## config.mk

```make
export PLATFORM = sky130hd
export DESIGN_NAME = mem_port_arbiter
export DESIGN_NICKNAME = d
export VERILOG_FILES = /design/src/rtl/mem_arb_pkg.sv /design/src/rtl/mem_arb_pick.sv /design/src/rtl/mem_port_arbiter.sv
export SDC_FILE = /design/constraint.sdc
export NUM_CORES = 1
export LEC_CHECK = 0
export ABC_AREA = 1
export BUFFER_PORTS_ARGS = -buffer_cell sky130_fd_sc_hd__buf_2
export CORE_MARGIN = 8
export CORE_UTILIZATION = 52
export CTS_CLUSTER_DIAMETER = 40
export CTS_CLUSTER_SIZE = 28
export DETAILED_ROUTE_END_ITERATION = 16
export PLACE_DENSITY = 0.91
export SETUP_SLACK_MARGIN = 0.05
export SYNTH_ARGS = -nofsm -noshare
export SYNTH_HDL_FRONTEND = slang
export SYNTH_SLANG_ARGS = --single-unit
export TNS_END_PERCENT = 30
```

## constraint.sdc

```tcl
create_clock -name clk -period 3.6 [get_ports clk]
set_input_delay 0.72 -clock clk [delete_from_list [all_inputs] [get_ports clk]]
set_output_delay 0.72 -clock clk [all_outputs]
set_load 0.005 [all_outputs]
```

## src/rtl/mem_arb_pkg.sv

```systemverilog
// Shared types and constants for the fetch / load-store memory port arbiter.
package mem_arb_pkg;

    typedef enum logic [1:0] {
        IDLE  = 2'd0,
        ISSUE = 2'd1,
        WAIT  = 2'd2,
        RESP  = 2'd3
    } state_e;

    typedef enum logic {
        OWN_F = 1'b0,
        OWN_D = 1'b1
    } owner_e;

    // Word-load encoding from the shared funct3 constants; fetches always use it.
    localparam logic [2:0] FUNCT3_LW = 3'b010;

    // New requests can only be taken when the port is idle or finishing a response.
    function automatic logic can_accept(input state_e s);
        return (s == IDLE) || (s == RESP);
    endfunction

endpackage

```

## src/rtl/mem_arb_pick.sv

```systemverilog
// Winner select between fetch and data requesters with an anti-starvation counter.
// Data normally wins a conflict; after STARVE_MAX data grants in a row with fetch
// waiting, fetch is forced through.
import mem_arb_pkg::*;

module mem_arb_pick #(
    parameter int STARVE_MAX = 4
) (
    input  logic clk,
    input  logic rst,
    input  logic en_i,
    input  logic f_valid_i,
    input  logic d_valid_i,
    output logic f_grant_o,
    output logic d_grant_o
);

    localparam int SW = (STARVE_MAX < 1) ? 1 : $clog2(STARVE_MAX + 1);
    localparam logic [SW-1:0] STARVE_LIM = SW'(STARVE_MAX);

    logic [SW-1:0] starve_q;
    logic [SW-1:0] starve_d;
    logic          force_f_s;

    // Grant decision: data wins ties unless fetch has waited long enough.
    always_comb begin
        force_f_s = (starve_q == STARVE_LIM);
        f_grant_o = en_i && f_valid_i && (!d_valid_i || force_f_s);
        d_grant_o = en_i && d_valid_i && !(f_valid_i && force_f_s);
    end

    // Starve counter next value: clear on fetch grant, count data grants while fetch waits.
    always_comb begin
        starve_d = starve_q;
        if (f_grant_o) begin
            starve_d = '0;
        end else if (d_grant_o && f_valid_i && (starve_q != STARVE_LIM)) begin
            starve_d = starve_q + SW'(1);
        end else begin
            starve_d = starve_q;
        end
    end

    // Starve counter register.
    always_ff @(posedge clk) begin
        if (!rst) begin
            starve_q <= '0;
        end else begin
            starve_q <= starve_d;
        end
    end

endmodule

```

## src/rtl/mem_port_arbiter.sv

```systemverilog
// Shares one single-port memory between instruction fetch and load/store.
// One transaction in flight: accept -> ISSUE (one enable cycle) -> optional WAIT
// -> RESP (one-cycle response pulse to the owner, next request may be accepted).
import mem_arb_pkg::*;

module mem_port_arbiter #(
    parameter int AWIDTH     = 32,
    parameter int DWIDTH     = 32,
    parameter int LATENCY    = 1,
    parameter int STARVE_MAX = 4
) (
    input  logic              clk,
    input  logic              rst,
    input  logic              f_req_valid_i,
    input  logic [AWIDTH-1:0] f_req_addr_i,
    output logic              f_req_ready_o,
    output logic              f_rsp_valid_o,
    output logic [DWIDTH-1:0] f_rsp_data_o,
    input  logic              d_req_valid_i,
    input  logic [AWIDTH-1:0] d_req_addr_i,
    input  logic [DWIDTH-1:0] d_req_wdata_i,
    input  logic              d_req_we_i,
    input  logic [2:0]        d_req_funct3_i,
    output logic              d_req_ready_o,
    output logic              d_rsp_valid_o,
    output logic [DWIDTH-1:0] d_rsp_data_o,
    output logic [AWIDTH-1:0] mem_addr_o,
    output logic [DWIDTH-1:0] mem_data_o,
    output logic              mem_read_en_o,
    output logic              mem_write_en_o,
    output logic [2:0]        mem_funct3_o,
    input  logic [DWIDTH-1:0] mem_data_i,
    output logic              busy_o
);

    // With a registered memory the read word arrives in the RESP cycle itself and is
    // forwarded live; a combinational memory is sampled at the end of ISSUE instead.
    localparam bit       LIVE_RSP  = (LATENCY != 0);
    localparam bit       LONG_LAT  = (LATENCY > 1);
    localparam logic [7:0] WAIT_LAST = (LATENCY > 1) ? 8'(LATENCY - 2) : 8'd0;

    state_e            state_q;
    owner_e            owner_q;
    logic              we_q;
    logic [7:0]        wait_cnt_q;
    logic [AWIDTH-1:0] mem_addr_q;
    logic [DWIDTH-1:0] mem_wdata_q;
    logic              mem_re_q;
    logic              mem_we_q;
    logic [2:0]        mem_f3_q;
    logic              f_rsp_valid_q;
    logic              d_rsp_valid_q;
    logic [DWIDTH-1:0] f_data_q;
    logic [DWIDTH-1:0] d_data_q;

    logic win_en_s;
    logic f_acc_s;
    logic d_acc_s;
    logic cap_en_s;
    logic live_s;

    // Stores answer with zero data; loads return the memory word.
    function automatic logic [DWIDTH-1:0] rsp_word(input logic we, input logic [DWIDTH-1:0] d);
        return we ? {DWIDTH{1'b0}} : d;
    endfunction

    // Ready window: only in IDLE/RESP and never while reset is asserted.
    always_comb begin
        win_en_s = rst && can_accept(state_q);
    end

    mem_arb_pick #(
        .STARVE_MAX (STARVE_MAX)
    ) u_pick (
        .clk       (clk),
        .rst       (rst),
        .en_i      (win_en_s),
        .f_valid_i (f_req_valid_i),
        .d_valid_i (d_req_valid_i),
        .f_grant_o (f_acc_s),
        .d_grant_o (d_acc_s)
    );

    // Capture strobe and live-forward select for response data.
    always_comb begin
        cap_en_s = 1'b0;
        live_s   = 1'b0;
        if (LIVE_RSP) begin
            cap_en_s = (state_q == RESP);
            live_s   = (state_q == RESP);
        end else begin
            cap_en_s = (state_q == ISSUE);
            live_s   = 1'b0;
        end
    end

    // Transaction FSM with registered memory controls and response pulses.
    always_ff @(posedge clk) begin
        if (!rst) begin
            state_q       <= IDLE;
            owner_q       <= OWN_F;
            we_q          <= 1'b0;
            wait_cnt_q    <= 8'd0;
            mem_addr_q    <= '0;
            mem_wdata_q   <= '0;
            mem_re_q      <= 1'b0;
            mem_we_q      <= 1'b0;
            mem_f3_q      <= 3'b000;
            f_rsp_valid_q <= 1'b0;
            d_rsp_valid_q <= 1'b0;
        end else begin
            f_rsp_valid_q <= 1'b0;
            d_rsp_valid_q <= 1'b0;
            case (state_q)
                IDLE, RESP: begin
                    if (f_acc_s) begin
                        state_q     <= ISSUE;
                        owner_q     <= OWN_F;
                        we_q        <= 1'b0;
                        mem_addr_q  <= f_req_addr_i;
                        mem_wdata_q <= '0;
                        mem_re_q    <= 1'b1;
                        mem_we_q    <= 1'b0;
                        mem_f3_q    <= FUNCT3_LW;
                    end else if (d_acc_s) begin
                        state_q     <= ISSUE;
                        owner_q     <= OWN_D;
                        we_q        <= d_req_we_i;
                        mem_addr_q  <= d_req_addr_i;
                        mem_wdata_q <= d_req_wdata_i;
                        mem_re_q    <= !d_req_we_i;
                        mem_we_q    <= d_req_we_i;
                        mem_f3_q    <= d_req_funct3_i;
                    end else begin
                        state_q <= IDLE;
                    end
                end
                ISSUE: begin
                    mem_addr_q  <= '0;
                    mem_wdata_q <= '0;
                    mem_re_q    <= 1'b0;
                    mem_we_q    <= 1'b0;
                    mem_f3_q    <= 3'b000;
                    if (LONG_LAT) begin
                        state_q    <= WAIT;
                        wait_cnt_q <= 8'd0;
                    end else begin
                        state_q       <= RESP;
                        f_rsp_valid_q <= (owner_q == OWN_F);
                        d_rsp_valid_q <= (owner_q == OWN_D);
                    end
                end
                WAIT: begin
                    if (wait_cnt_q == WAIT_LAST) begin
                        state_q       <= RESP;
                        f_rsp_valid_q <= (owner_q == OWN_F);
                        d_rsp_valid_q <= (owner_q == OWN_D);
                    end else begin
                        wait_cnt_q <= wait_cnt_q + 8'd1;
                    end
                end
                default: begin
                    state_q <= IDLE;
                end
            endcase
        end
    end

    // Response data capture for the owner; held until its next capture.
    always_ff @(posedge clk) begin
        if (!rst) begin
            f_data_q <= '0;
            d_data_q <= '0;
        end else if (cap_en_s) begin
            if (owner_q == OWN_F) begin
                f_data_q <= mem_data_i;
            end else begin
                d_data_q <= rsp_word(we_q, mem_data_i);
            end
        end
    end

    // Output drive: registered controls, live forward of memory data in RESP when needed.
    always_comb begin
        f_req_ready_o  = f_acc_s;
        d_req_ready_o  = d_acc_s;
        f_rsp_valid_o  = f_rsp_valid_q;
        d_rsp_valid_o  = d_rsp_valid_q;
        mem_addr_o     = mem_addr_q;
        mem_data_o     = mem_wdata_q;
        mem_read_en_o  = mem_re_q;
        mem_write_en_o = mem_we_q;
        mem_funct3_o   = mem_f3_q;
        busy_o         = (state_q != IDLE);
        f_rsp_data_o   = f_data_q;
        d_rsp_data_o   = d_data_q;
        if (live_s && (owner_q == OWN_F)) begin
            f_rsp_data_o = mem_data_i;
        end else if (live_s && (owner_q == OWN_D)) begin
            d_rsp_data_o = rsp_word(we_q, mem_data_i);
        end else begin
            f_rsp_data_o = f_data_q;
            d_rsp_data_o = d_data_q;
        end
    end

endmodule

```

==> results.md <==
Clocking:
- For this design, the CTS-stage hold fixing added 0 buffers.
- For the worst-skew pair, the clock arrives at the later sink with an insertion delay of 410 ps.
- The clock drives 150 sinks.
- After clock tree synthesis, the clock-pin slew on the worst setup and hold paths is roughly 60 ps.
- The buffer type at the clock tree root is sky130_fd_sc_hd__clkbuf_16.
- The number of clock buffers added by TritonCTS is 17.
- The H-tree was split into 4 levels.
- The post-cts resize count is 0.
- Post-CTS timing repair inserted 0 buffers for setup.
- The number of buffers between clock root and the deepest sink is 2.
- TritonCTS built the clock tree.

Detailed routing:
- In this run the remaining antenna-violating nets after routing total 0.
- In the routed layout, each cell is associated on average with a via count of roughly 5.0.
- The number of remaining DRC errors is 0.
- The routed length per placed instance is 14.2 um.
- The via total after detailed routing is just under 7000.
- The iteration count of the initial detailed-routing pass is 5.
- Summed over all layers, the routed wires come to about 20 mm.
- The violation count after the first detailed-routing iteration is 513.

Floorplanning:
- The floorplan has 41 rows.
- After floorplanning, the core was sized to cover approximately 13000 sq um.
- The height of the die is roughly 130 um.
- The initial utilization of the core area, before any placement, comes to 0.531.
- The number of primary I/O pins is roughly 270.
- The area of the die is roughly 17000 sq um.
- The horizontal die dimension is approximately 130 um.

Pwr:
- The power per unit of standard cell area is about 660 nW/um^2.
- The analysis attributes to cell leakage a power of between 5 and 6 nW.
- VDD sags by at most roughly 0.56 mV.

Yosys:
- Of the synthesized area, sequential elements account for 0.450.
- The number of warnings printed during yosys synthesis is 0.
- The count of mapped cells out of synthesis is 961.
- The number of different library cells used by synthesis comes to 28.
- The per-instance average area after synthesis is between 6 and 7 sq um.
- The net count after synthesis is between 1000 and 1500.
- The summed instance area of the synthesized netlist is between 6000 and 7000 sq um.
- Synthesis inferred 150 register bits.

Finish:
- For this run, the post-layout net count is around 1300.
- Counting the fill cells in the layout gives 1005.
- Measured on the finished design, the core utilization comes to 0.683.
- The growth of design area from synthesis to finish is 28.6%.
- In the final layout, the share of cells above drive strength 1 is 0.269.

Setup path:
- The kind of critical path is flip-flop to output pin.
- STA classifies the critical path endpoint as an output pin.
- The highest net fanout along the worst path is 33.
- At the worst endpoint, the arrival time is ~2200 ps.
- The worst setup path is launched from a flip-flop.
- The worst path required time is roughly 2900 ps.

Worst hold path:
- In this run the worst hold path is classified as flip-flop to flip-flop.

STA:
- Dividing the final minimum period by the clock period gives 0.799.
- The number of max-slew violations in the final report came to 0.
- At the pin with the least slew margin, the transition time is around 1100 ps.
- The number of endpoints with negative hold slack in the final report is 0.
- Setup slack on the critical path of the routed design comes to around 720 ps.
- The smallest clock period supported by the final layout is computed as about 2900 ps.
- Setup repair after global routing left no endpoint under its margin.
- The worst-case headroom to the max-slew limit is 0.267.
- The total negative setup slack is 0 ps.
- The clock skew is roughly 7.2 ps.
- The final setup violation count is 0.
- The upper clock frequency limit is around 350 MHz.

Place:
- Input and output buffers added on the ports amount to between 200 and 300.
- The congestion estimate from routability-driven global placement came to 0.853.
- Detailed placement finished with a half-perimeter wire length of 14.2 mm.
- The setup slack after placement is around 940 ps.

Global route:
- The residual overflow from global routing is 0.
- The initial antenna violation count was 0.
- The first global-routing pass estimated approximately 31 mm of wire.
- The overall track demand over capacity in global routing is 0.232.
- The via count of the first global-routing pass was approximately 6500.
- The largest net degree at the start of global routing is 75.

Run:
- The tool flagged a number of max-cap violations equal to 0.

Outcome:
- The flow ran to the end, and the final reports show no timing, DRC or antenna violations.
[routing by layer]
layer | GRT usage | vias to the layer above | part of all wire
met5 | 0 | - | 0
met4 | 0.0843 | 0 | 0.022
met3 | 0.0805 | 29 | 0.10
met2 | 0.379 | 321 | 0.47
met1 | 0.277 | 3075 | 0.41
li1 | - | 3531 | -
[path summary, 6_finish.rpt]
path / to / cells after the start / from / slack (ps)
max: d_rsp_data_o[13] / 8 / state_q[0] / 720
min: mem_read_en_o / 2 / mem_read_en_o / 460
max reg2reg: mem_data_o[13] / 10 / u_pick.starve_q[0] / 1320
min reg2reg: mem_read_en_o / 2 / mem_read_en_o / 460
[registers in the layout, summed over array words and instances, names as in the netlist]
signal / flops
d_data_q: 32
f_data_q: 32
mem_addr_o: 32
mem_data_o: 32
wait_cnt_q: 8
mem_funct3_o: 3
u_pick.starve_q: 3
state_q: 2
d_rsp_valid_o: 1
f_rsp_valid_o: 1
mem_read_en_o: 1
mem_write_en_o: 1
owner_q: 1
we_q: 1
[report_power, final]
part | switching [mW] | internal (mW)
logic | 1.14 | 0.652
registers | 0.162 | 1.99
clock network | 0.675 | 1.03
[cells by family after synthesis]
family | count (synthesis) | synth area share
and+or+nand+nor | 439 | 0.285
xor gates and xnor gates | 3 | 0.00394
AOI/OAI and AO/OA | 152 | 0.115
DFF | 150 | 0.450
adders and majority gates | 8 | 0.0150
buffers and inverters | 209 | 0.131
[final cells by class]
| class | instances | area, sq um | share of cell area |
|---|---|---|---|
| well taps | 172 | 215 | 0.0251 |
| clock buffers | 19 | 443 | 0.0516 |
| repair buffers | 281 | 1430 | 0.166 |
| flip-flops and latches | 150 | 3000 | 0.350 |
| multi-input cells | 602 | 2800 | 0.326 |
| clock inverters | 13 | 130 | 0.0152 |
| diodes | 2 | 5.00 | 0.000583 |
| inverters | 149 | 564 | 0.0657 |
[synthesized netlist by cell type]
library cell,instances,share of area
sky130_fd_sc_hd__nand2_1,204,0.11
sky130_fd_sc_hd__nand3_1,170,0.13
sky130_fd_sc_hd__dfxtp_1,150,0.45
sky130_fd_sc_hd__inv_1,144,0.081
sky130_fd_sc_hd__a21oi_1,79,0.059
sky130_fd_sc_hd__nor2_1,53,0.030
sky130_fd_sc_hd__o21ai_0,50,0.037
sky130_fd_sc_hd__buf_2,22,0.016
sky130_fd_sc_hd__clkbuf_1,21,0.012
sky130_fd_sc_hd__o21ai_1,20,0.015
sky130_fd_sc_hd__buf_1,8,0.0045
sky130_fd_sc_hd__ha_1,8,0.015
sky130_fd_sc_hd__buf_6,6,0.010
sky130_fd_sc_hd__inv_2,4,0.0022
sky130_fd_sc_hd__buf_4,3,0.0034
sky130_fd_sc_hd__nor3_1,3,0.0022
sky130_fd_sc_hd__nand2_2,2,0.0019
sky130_fd_sc_hd__nand2_4,2,0.0034
sky130_fd_sc_hd__o21ai_2,2,0.0026
sky130_fd_sc_hd__xnor2_1,2,0.0026
sky130_fd_sc_hd__a31oi_1,1,0.00094
sky130_fd_sc_hd__and3_1,1,0.00094
sky130_fd_sc_hd__inv_6,1,0.0013
sky130_fd_sc_hd__nand3_2,1,0.0015
sky130_fd_sc_hd__nand4_1,1,0.00094
sky130_fd_sc_hd__nor2_2,1,0.00094
sky130_fd_sc_hd__nor2_4,1,0.0017
sky130_fd_sc_hd__xor2_1,1,0.0013
[cell usage in the layout (no fill, tap or decap), types with 17 or more instances in the layout]
| cell | n |
|---|---|
| sky130_fd_sc_hd__buf_2 | 273 |
| sky130_fd_sc_hd__nand3_1 | 170 |
| sky130_fd_sc_hd__dfxtp_1 | 150 |
| sky130_fd_sc_hd__a21oi_1 | 79 |
| sky130_fd_sc_hd__o21ai_0 | 50 |
| sky130_fd_sc_hd__nor2_1 | 53 |
| sky130_fd_sc_hd__o21ai_1 | 20 |
| sky130_fd_sc_hd__clkbuf_16 | 17 |
| sky130_fd_sc_hd__nand2_1 | 204 |
| sky130_fd_sc_hd__inv_1 | 144 |
[metrics by stage]
step | hold WS (ps) | std cells | total power, mW | instance area (sq um)
finish | 462 | 1388 | 5.65 | 8590
global route | 483 | 1386 | 6.02 | 8580
CTS | 462 | 1386 | 5.68 | 8580
detailed placement | 449 | 1354 | 3.96 | 8010
global placement | 446 | 1354 | 3.92 | 8010
floorplan | 422 | 961 | 3.33 | 6680
[critical path: stages, from the launching register on]
cell and delay [ps]:
sky130_fd_sc_hd__dfxtp_1 380, sky130_fd_sc_hd__ha_1 180, sky130_fd_sc_hd__nand2_1 60, sky130_fd_sc_hd__buf_4 250
sky130_fd_sc_hd__inv_1 90, sky130_fd_sc_hd__buf_4 340, sky130_fd_sc_hd__nand3_1 180, sky130_fd_sc_hd__nand2_1 130
sky130_fd_sc_hd__buf_2 120
Note: power is estimated with default switching activity, not from simulation.
